`config.mk`:
```
export PLATFORM = sky130hd
export DESIGN_NAME = regfile_dump_ctrl
export DESIGN_NICKNAME = d
export VERILOG_FILES = /design/src/rtl/regdump_pkg.sv /design/src/rtl/word_serializer.sv /design/src/rtl/regfile_dump_ctrl.sv
export SDC_FILE = /design/constraint.sdc
export NUM_CORES = 1
export LEC_CHECK = 0
export BUFFER_PORTS_ARGS = -buffer_cell sky130_fd_sc_hd__buf_4
export CAP_MARGIN = 0
export CORE_UTILIZATION = 58
export CTS_CLUSTER_DIAMETER = 60
export DETAILED_ROUTE_END_ITERATION = 6
export GPL_TIMING_DRIVEN = 0
export PLACE_DENSITY = 0.84
export REMOVE_ABC_BUFFERS = 1
export SLEW_MARGIN = 20
export SYNTH_ARGS = -nofsm -noshare
export SYNTH_HDL_FRONTEND = slang
export SYNTH_HIERARCHICAL = 1
export SYNTH_SLANG_ARGS = --single-unit
```
`constraint.sdc`:
```
create_clock -name clk -period 3 [get_ports clk]
set_input_delay 0 -clock clk [delete_from_list [all_inputs] [get_ports clk]]
set_output_delay 0 -clock clk [all_outputs]
set_load 0.01 [all_outputs]
```
`src/rtl/regdump_pkg.sv`:
```
// Shared types and constants for the register-file dump controller.
// REGDUMP_HEADER_EN adds the HDR frame-marker state.
package regdump_pkg;
  localparam int         BYTES_PER_WORD      = 4;
  localparam logic [7:0] DEFAULT_HEADER_BYTE = 8'hA5;

  typedef enum logic [2:0] {
    ST_IDLE = 3'd0,
    ST_ADDR = 3'd1,
    ST_LOAD = 3'd2,
    ST_SEND = 3'd3,
`ifdef REGDUMP_HEADER_EN
    ST_DONE = 3'd4,
    ST_HDR  = 3'd5
`else
    ST_DONE = 3'd4
`endif
  } state_t;
endpackage

```
`src/rtl/word_serializer.sv`:
```
// 32-bit MSB-first byte serializer with valid/ready handshake.
// Flags the edge on which the last byte of the word is accepted.
module word_serializer
  import regdump_pkg::*;
(
  input  logic        clk,
  input  logic        i_reset,
  input  logic        i_load,
  input  logic [31:0] i_word,
  input  logic        i_valid,
  input  logic        i_ready,
  output logic [7:0]  o_byte,
  output logic        o_last_acc
);
  localparam logic [1:0] LAST_CNT = 2'(BYTES_PER_WORD - 1);

  logic [31:0] r_shift;
  logic [1:0]  r_cnt;
  logic        w_xfer;

  assign w_xfer     = i_valid & i_ready;
  assign o_byte     = r_shift[31:24];
  assign o_last_acc = w_xfer & (r_cnt == LAST_CNT);

  always_ff @(posedge clk) begin
    if (i_reset) begin
      r_shift <= '0;
      r_cnt   <= '0;
    end else if (i_load) begin
      r_shift <= i_word;
      r_cnt   <= '0;
    end else if (w_xfer) begin
      r_shift <= {r_shift[23:0], 8'h00};
      r_cnt   <= r_cnt + 2'd1;
    end
  end
endmodule

```
`src/rtl/regfile_dump_ctrl.sv`:
```
// Dumps N_REGS register-file words to a UART byte stream, MSB first.
// Define REGDUMP_HEADER_EN to prefix the frame with HEADER_BYTE.
module regfile_dump_ctrl
  import regdump_pkg::*;
#(
  parameter int         N_REGS      = 32,
  parameter logic [7:0] HEADER_BYTE = DEFAULT_HEADER_BYTE
) (
  input  logic        clk,
  input  logic        i_reset,
  input  logic        i_start,
  input  logic        i_halted,
  output logic [4:0]  o_rf_addr,
  input  logic [31:0] i_rf_data,
  output logic [7:0]  o_tx_data,
  output logic        o_tx_valid,
  input  logic        i_tx_ready,
  output logic        o_busy,
  output logic        o_done
);
  localparam logic [4:0] LAST_IDX = 5'(N_REGS - 1);

  state_t      r_state, w_state_nxt;
  logic [4:0]  r_idx, w_idx_nxt;
  logic [4:0]  r_rf_addr;
  logic        w_load;
  logic        w_ser_valid;
  logic        w_last_acc;
  logic [7:0]  w_byte;

  assign w_ser_valid = (r_state == ST_SEND);

  word_serializer u_ser (
    .clk        (clk),
    .i_reset    (i_reset),
    .i_load     (w_load),
    .i_word     (i_rf_data),
    .i_valid    (w_ser_valid),
    .i_ready    (i_tx_ready),
    .o_byte     (w_byte),
    .o_last_acc (w_last_acc)
  );

  always_comb begin
    w_state_nxt = r_state;
    w_idx_nxt   = r_idx;
    w_load      = 1'b0;
    case (r_state)
      ST_IDLE: if (i_start && i_halted) begin
        w_idx_nxt = '0;
`ifdef REGDUMP_HEADER_EN
        w_state_nxt = ST_HDR;
`else
        w_state_nxt = ST_ADDR;
`endif
      end
`ifdef REGDUMP_HEADER_EN
      ST_HDR:  if (i_tx_ready) w_state_nxt = ST_ADDR;
`endif
      ST_ADDR: w_state_nxt = ST_LOAD;
      ST_LOAD: begin
        w_load      = 1'b1;
        w_state_nxt = ST_SEND;
      end
      ST_SEND: if (w_last_acc) begin
        if (r_idx == LAST_IDX) begin
          w_state_nxt = ST_DONE;
        end else begin
          w_idx_nxt   = r_idx + 5'd1;
          w_state_nxt = ST_ADDR;
        end
      end
      ST_DONE: w_state_nxt = ST_IDLE;
      default: w_state_nxt = ST_IDLE;
    endcase
  end

  // Address is registered on entry to ADDR so the synchronous regfile
  // returns the word in LOAD.
  always_ff @(posedge clk) begin
    if (i_reset) begin
      r_state   <= ST_IDLE;
      r_idx     <= '0;
      r_rf_addr <= '0;
    end else begin
      r_state <= w_state_nxt;
      r_idx   <= w_idx_nxt;
      if (w_state_nxt == ST_ADDR) r_rf_addr <= w_idx_nxt;
    end
  end

  assign o_rf_addr = r_rf_addr;
`ifdef REGDUMP_HEADER_EN
  assign o_tx_valid = (r_state == ST_SEND) || (r_state == ST_HDR);
`else
  assign o_tx_valid = (r_state == ST_SEND);
`endif
  // Header byte appears only when valid is raised outside SEND.
  assign o_tx_data  = (r_state == ST_SEND) ? w_byte : HEADER_BYTE;
  assign o_busy     = (r_state != ST_IDLE);
  assign o_done     = (r_state == ST_DONE);
endmodule

```
==> summary.txt, run 1 <==
WP data required - 3.15 ns
Commonest cells after routing, fill and taps aside - buf_4, dfxtp_1, nor3_1
Min-Delay Path Class - primary input to flop
Clock Sinks - 47
Total Wirelength - 5.30 mm
CP endpoint kind - flop
Post-DP HPWL - 3.15 mm
Hold Buf Count CTS - 31
Minimum clock period - 2.31 ns
Hold Path End - u_ser/r_shift[29]
Synthesized flop and latch total - 47
Static Leak - 0.00128 uW
Yosys cell types - 38
P per Cell Area - 423 mW/mm2
Layout cells sized above 1 - 30.3%
Peak supply drop - 436 uV
Clk_skew - 0.00738 ns
Vias in the first global route - 1,859
Antenna violations before repair - 0
Area contributors post-synth - dfxtp_1, a2111oi_2, nor3_1
Worst reg-to-reg path cell count - 5
Status - complete, no violations
Util after Layout - 78.9%
Antenna-violating nets left - 0
Area after DPL - 0.00275 mm2
Die W - 66.7 um
DRT iter0 DRCs - 159
Worst reg2reg endpoint - u_ser/r_shift[19]
First drt pass iteration count - 4
First-pass GRT wire length - 8.18 mm
Syn. warnings - 6
Grt ovf - 0
Crit Path Class - flop to flop
Worst EP arrival - 2.47 ns
Vias per inst - 5.53
R2R Path Start - r_state[0]
Buffers & Inverters on Critical Path - 1
CTS max path bufs - 2
# Post-CTS Setup Buffers - 0
Synth top area share - 38.8%
CTS tree - yes
Crit-path cells - and3b_2 > and2_1 > buf_8 > nor3_1 > a2111oi_0
Core Rows - 23
Htree depth - 2
Hold Crit Depth - 3
Startpoint Class - flop
Largest net degree at the start of global routing - 46
Pins Over Slew Limit - 0
Post_cts resized - 0
Effective utilization at floorplan - 60.6%
Worst path slowest cell - and2_1
Hold Startpoint - i_rf_data[29]
Headroom to the max-slew limit - 29.3%
Max Cap Viol - 0
Total GRT Usage - 24.5%
Num CTS Buffers - 5
Worst-Skew Late Latency - 0.30 ns
Total Nets Final - 372
Synth Cell Area - 0.00242 mm2
Die H - 66.7 um
Delay-heaviest family, CP - simple AND/OR/NAND/NOR gates
I/O Pins - 53
F_max - 432 MHz
Vias - 2,118
CTS root buffer - clkbuf_8
Final setup violation count - 0
Worst-Margin Slew - 1.06 ns
Core ar. - 0.00400 mm2
Avg Inst Size Synth - 9.15 um2
Gpl congestion - 0.784
Reg2Reg Setup Slack - 0.69 ns
Period Utilization, post-route - 77.1%
Slowest Stage Delay on Critical Path - 0.57 ns
Max FO, Critical Path - 14
Port Buffers - 52
Final instance area - 0.00316 mm2
Drt wl/cell - 13.8 um
DIE AREA - 0.00444 mm2
Seq/Total Area, Yosys - 38.8%
RSZ-0062 raised after global routing - false
Leading cell type in the layout, fill and taps excluded - buf_4
Area growth syn-to-layout - 30.2%
Clk pin slew, worst setup/hold paths - 0.08 ns
# diodes - 0
Cells after synthesis - 265
DR DRC count - 0
Final-report hold violation count - 0
Yosys top cell by area - dfxtp_1
[stage by stage]
stage	setup TNS (ns)	power, uW	worst slack (ns)	cells	hold slack, ns
final	0	1340	0.686	383	0.0196
after global routing	0	1390	0.486	383	0.0278
after CTS	0	1340	0.544	382	0.00938
after detailed placement	0	929	0.565	344	0.260
after global placement	-194.99	918	-6.17	336	0.251
after floorplan	-143.16	843	-4.53	234	0.0662
[worst max path at each step]
stage,to,start,cells after the start
after global placement,u_ser/r_shift[18],r_state[1],2
after floorplan,u_ser/r_shift[18],r_state[1],2
final,u_ser/r_shift[19],r_state[0],5
after CTS,u_ser/r_shift[19],r_state[0],4
after detailed placement,u_ser/r_shift[19],r_state[0],4
after global routing,u_ser/r_shift[19],r_state[0],5
[cells in the mapped netlist]
master	number
clkbuf_2	1
a32oi_4	1
a22oi_1	1
buf_1	3
a221oi_2	1
o21a_1	1
nand2_1	18
nand3_1	3
buf_4	11
nand3b_1	9
nand4_1	2
buf_6	4
dfxtp_1	47
nor3b_1	2
nand2b_1	6
o21ba_1	1
buf_12	1
a2111oi_2	20
inv_1	26
buf_2	6
and2_1	5
and3b_2	1
a31oi_1	1
mux2i_1	2
and4b_4	1
nor3_1	45
ha_1	2
a21oi_1	14
nand4b_1	1
o31ai_1	1
a2111oi_0	4
and3_1	2
o21ai_0	2
nor2_1	5
xnor2_1	1
nor3_2	8
clkbuf_1	5
a21boi_0	1
[area by class of cell]
type                    instances  area [um2]
fillers                       253         842
repair buffers                 92         791
inverters                      26        97.6
clock inverters                 1        5.00
flip-flops and latches         47         941
well taps                      50        62.6
clock buffers                   6        82.6
multi-input cells             161        1180
[layer usage]
layer / routed length (um) / vias to the layer above / track usage [%]
met2: 2850 / 46 / 42.9
li1: - / 1072 / -
met5: 0 / - / 0
met4: 72 / 0 / 9.31
met1: 2220 / 992 / 29.9
met3: 159 / 8 / 3.77
[worst reg2reg max path: stages (launching register included)]
cell and delay, ns:
dfxtp_1 0.49, and3b_2 0.39, and2_1 0.57, buf_8 0.25, nor3_1 0.06, a2111oi_0 0.41
[report_power, final]
group          total (uW)  internal, uW  switching [uW]  leakage, uW
Combinational         265           143             122     0.000855
Clock                 383           181             202    0.0000470
Sequential            689           663            25.6     0.000382
[cells by family (layout without fill, tap and decap cells)]
kind of cell    count (synthesis)  after routing  share of synthesized area, %
simple gates                  108            108                          25.4
buf+inv                        57            125                          12.8
compound gates                 48             48                          20.8
flops                          47             47                          38.8
fa+ha+maj                       2              2                          1.03
mux                             2              2                         0.826
xor+xnor                        1              1                         0.361
[registers in the layout, summed over array words and instances, names as in the netlist]
| name | cells |
|---|---|
| u_ser/r_cnt | 2 |
| u_ser/r_shift | 32 |
| r_state | 3 |
| r_idx | 5 |
| o_rf_addr | 5 |
No activity file was read; power rests on OpenSTA's default activity.
==> inputs of run 2 (changes only) <==
Settings changed: ABC_AREA set to 1, CORE_UTILIZATION 58 to 54, PLACE_DENSITY 0.84 to 0.79.
Clock period 3 ns to 2.4 ns, I/O delays scaled along.
==> summary.txt, run 2 <==
Status - complete, no violations
First drt pass iteration count - 4
Top_reg_cell synth - dfxtp_1
Fin cells - 451
WP data required - 2.57 ns
Synth top area share - 37.6%
Slowest Stage Delay on Critical Path - 0.40 ns
Cells after synthesis - 353
Met3 wire length - 189 um
Top sig layer - met4
Reg2Reg Setup Slack - 0.35 ns
Worst-Margin Slew - 0.567 ns
Leading cell type in the layout, fill and taps excluded - nand2_1
Pins Over Slew Limit - 0
Worst slack, placed - -0.369 ns
Max reg flops - 32
Minimum clock period - 2.05 ns
Final-report hold violation count - 0
Core Rows - 24
Yosys top cell by area - dfxtp_1
Net Switching - 412 uW
Mux contribution to synthesized area - 0%
Met1 WL - 2.26 mm
CTS max path bufs - 2
Area contributors post-synth - dfxtp_1, nand2_1, nand3_1
Worst EP arrival - 2.22 ns
Buffers & Inverters on Critical Path - 3
Period Utilization, post-route - 85.5%
Util after Layout - 68.4%
Num CTS Buffers - 5
Max FO, Critical Path - 57
Min-Delay Path Class - primary input to flop
Synth Cell Area - 0.00250 mm2
Avg Inst Size Synth - 7.09 um2
R2R Path Start - r_state[2]
Total Wirelength - 5.08 mm
Htree depth - 2
# diodes - 0
Syn. warnings - 6
Top-count cell post-synth - nand2_1
Top reg by flops - u_ser/r_shift
RSZ-0062 raised after global routing - false
Xor and xnor fraction of the mapped netlist area - 0%
Final setup violation count - 0
Simple-Gate Fraction of Synth Area - 39.0%
Reg power frac - 49.1%
First-pass GRT wire length - 8.60 mm
Port Buffers - 52
Synthesized flop and latch total - 47
Max Cap Viol - 0
Worst reg2reg endpoint - u_ser/r_shift[9]
Met2 Wirelength - 2.60 mm
F_max - 487 MHz
Total GRT Usage - 21.2%
Int Power - 1240 uW
Antenna violations before repair - 0
Commonest cells after routing, fill and taps aside - nand2_1, buf_4, dfxtp_1
CP endpoint kind - flop
Die H - 70.1 um
Layout fillers - 397
Setup crit start - r_state[2]
Headroom to the max-slew limit - 62.0%
Sw frac - 24.9%
Adder-Cell Fraction of Synth Area - 1.00%
Combinational power share - 15.0%
DRT iter0 DRCs - 157
Peak supply drop - 437 uV
CTS tree - yes
Area growth syn-to-layout - 20.6%
Startpoint Class - flop
P per Cell Area - 549 mW/mm2
Post-route setup slack - 0.347 ns
Vias - 2,291
Instance count on the critical path - 7
Worst reg-to-reg path cell count - 7
Clock Sinks - 47
Post-DP HPWL - 2.98 mm
DIE AREA - 0.00491 mm2
Antenna-violating nets left - 0
Setup crit end - u_ser/r_shift[9]
Yosys cell types - 28
Post-synth ARST share - 0%
Main combinational cell family by area after synthesis - simple AND/OR/NAND/NOR gates
Grt ovf - 0
Worst path slowest cell - dfxtp_1
Layout cells sized above 1 - 26.6%
Delay-heaviest family, CP - simple AND/OR/NAND/NOR gates
Clock share of power - 35.9%
Post-synth EDFFs - 0
Die W - 70.1 um
Vias per inst - 5.08
Crit-path cells - inv_2 > nand3b_1 > clkinvlp_4 > inv_8 > nand2_2 > nand2_1 > a21oi_2
Seq/Total Area, Yosys - 37.6%
Crit Path Class - flop to flop
Post-Place Cells - 427
Worst-Skew Late Latency - 0.29 ns
DR DRC count - 0
I/O Pins - 53
Clk_skew - 0.00827 ns
Core ar. - 0.00441 mm2
Complex-gate fraction of the synthesized area - 10.5%
Effective utilization at floorplan - 56.7%
Clk pin slew, worst setup/hold paths - 0.09 ns
CTS root buffer - clkbuf_8
Gpl congestion - 0.850
Total Nets Final - 437
Static Leak - 0.00131 uW
Largest net degree at the start of global routing - 58
Drt wl/cell - 11.3 um
Vias in the first global route - 2,002
Commonest cells in the netlist - nand2_1, dfxtp_1, nand3_1
-- run 2: cell count changes in the layout (fill, tap and decap cells not counted), moves of 11 or more --
cell and delta:
a21oi_2 +12, nand3_1 +35, inv_1 -11, dlygate4sd3_1 -22
a2111oi_2 -20, nand2_1 +113, a21oi_1 +15, nor3_1 -45
-- run 2: what timing repair did --
item | 4_1_cts | 5_1_grt
endpoints found under the hold margin | 9 | 0
buffers inserted | 0 | 6
endpoints found under the setup margin | 35 | 34
pin swaps | 0 | 1
cloned | 1 | 0
gates resized for setup | 5 | 1
hold buffers | 9 | 0
-- run 2: through the flow --
| stage | area (um2) | power, uW | TNS [ns] | hold slack [ns] |
|---|---|---|---|---|
| after floorplan | 2280 | 954 | 0 | 0.0624 |
| after global placement | 2740 | 1050 | -8.05 | 0.265 |
| after detailed placement | 2740 | 1050 | -9.43 | 0.272 |
| after CTS | 2970 | 1660 | 0 | 0.0346 |
| after global routing | 3020 | 1740 | 0 | 0.0475 |
| final | 3020 | 1660 | 0 | 0.0463 |
-- run 2: worst min path at each step --
stage	startpoint	end	slack (ns)	cells after the start
2_1_floorplan	i_reset	o_rf_addr[4]	0.06	1
3_3_place_gp	i_rf_data[3]	u_ser/r_shift[3]	0.27	3
3_5_place_dp	i_rf_data[6]	u_ser/r_shift[6]	0.27	3
4_1_cts	i_rf_data[21]	u_ser/r_shift[21]	0.03	5
5_1_grt	i_rf_data[31]	u_ser/r_shift[31]	0.05	5
6_report	i_rf_data[21]	u_ser/r_shift[21]	0.05	5
-- run 2: power by group through the flow --
stage | clock network [uW] | registers [uW] | logic [uW]
after global placement | 0 | 830 | 218
after floorplan | 0 | 830 | 123
after global routing | 644 | 816 | 277
after CTS | 607 | 813 | 239
after detailed placement | 0 | 832 | 221
final | 595 | 813 | 248
-- run 2: logic make-up after synthesis --
| logic type | Yosys count |
|---|---|
| AO/OA/AOI/OAI | 43 |
| adder cells (fa/ha/maj) | 2 |
| buffers and inverters | 50 |
| flip-flops | 47 |
| AND/OR/NAND/NOR | 211 |
-- run 2: metal layers --
layer | track usage, % | up-vias
met1 | 27.0 | 1033
met3 | 4.62 | 4
met2 | 36.6 | 51
met4 | 4.67 | 0
li1 | - | 1203
met5 | 0 | -
-- run 2: layout make-up --
cell class | count | area [um2] | area share [%]
Timing Repair Buffer | 67 | 526 | 17.4
Tap cell | 52 | 65.1 | 2.15
Inverter | 20 | 86.3 | 2.86
Sequential cell | 47 | 941 | 31.2
Clock inverter | 2 | 35.0 | 1.16
Timing Repair inverter | 1 | 5.00 | 0.166
Multi-Input combinational cell | 256 | 1280 | 42.4
Clock buffer | 6 | 82.6 | 2.74
-- run 2: tightest hold or removal path, stage by stage --
cell and delay, ns:
buf_4 0.11, nand2_1 0.05, nand2_1 0.05, nand2_1 0.05, a21oi_1 0.05
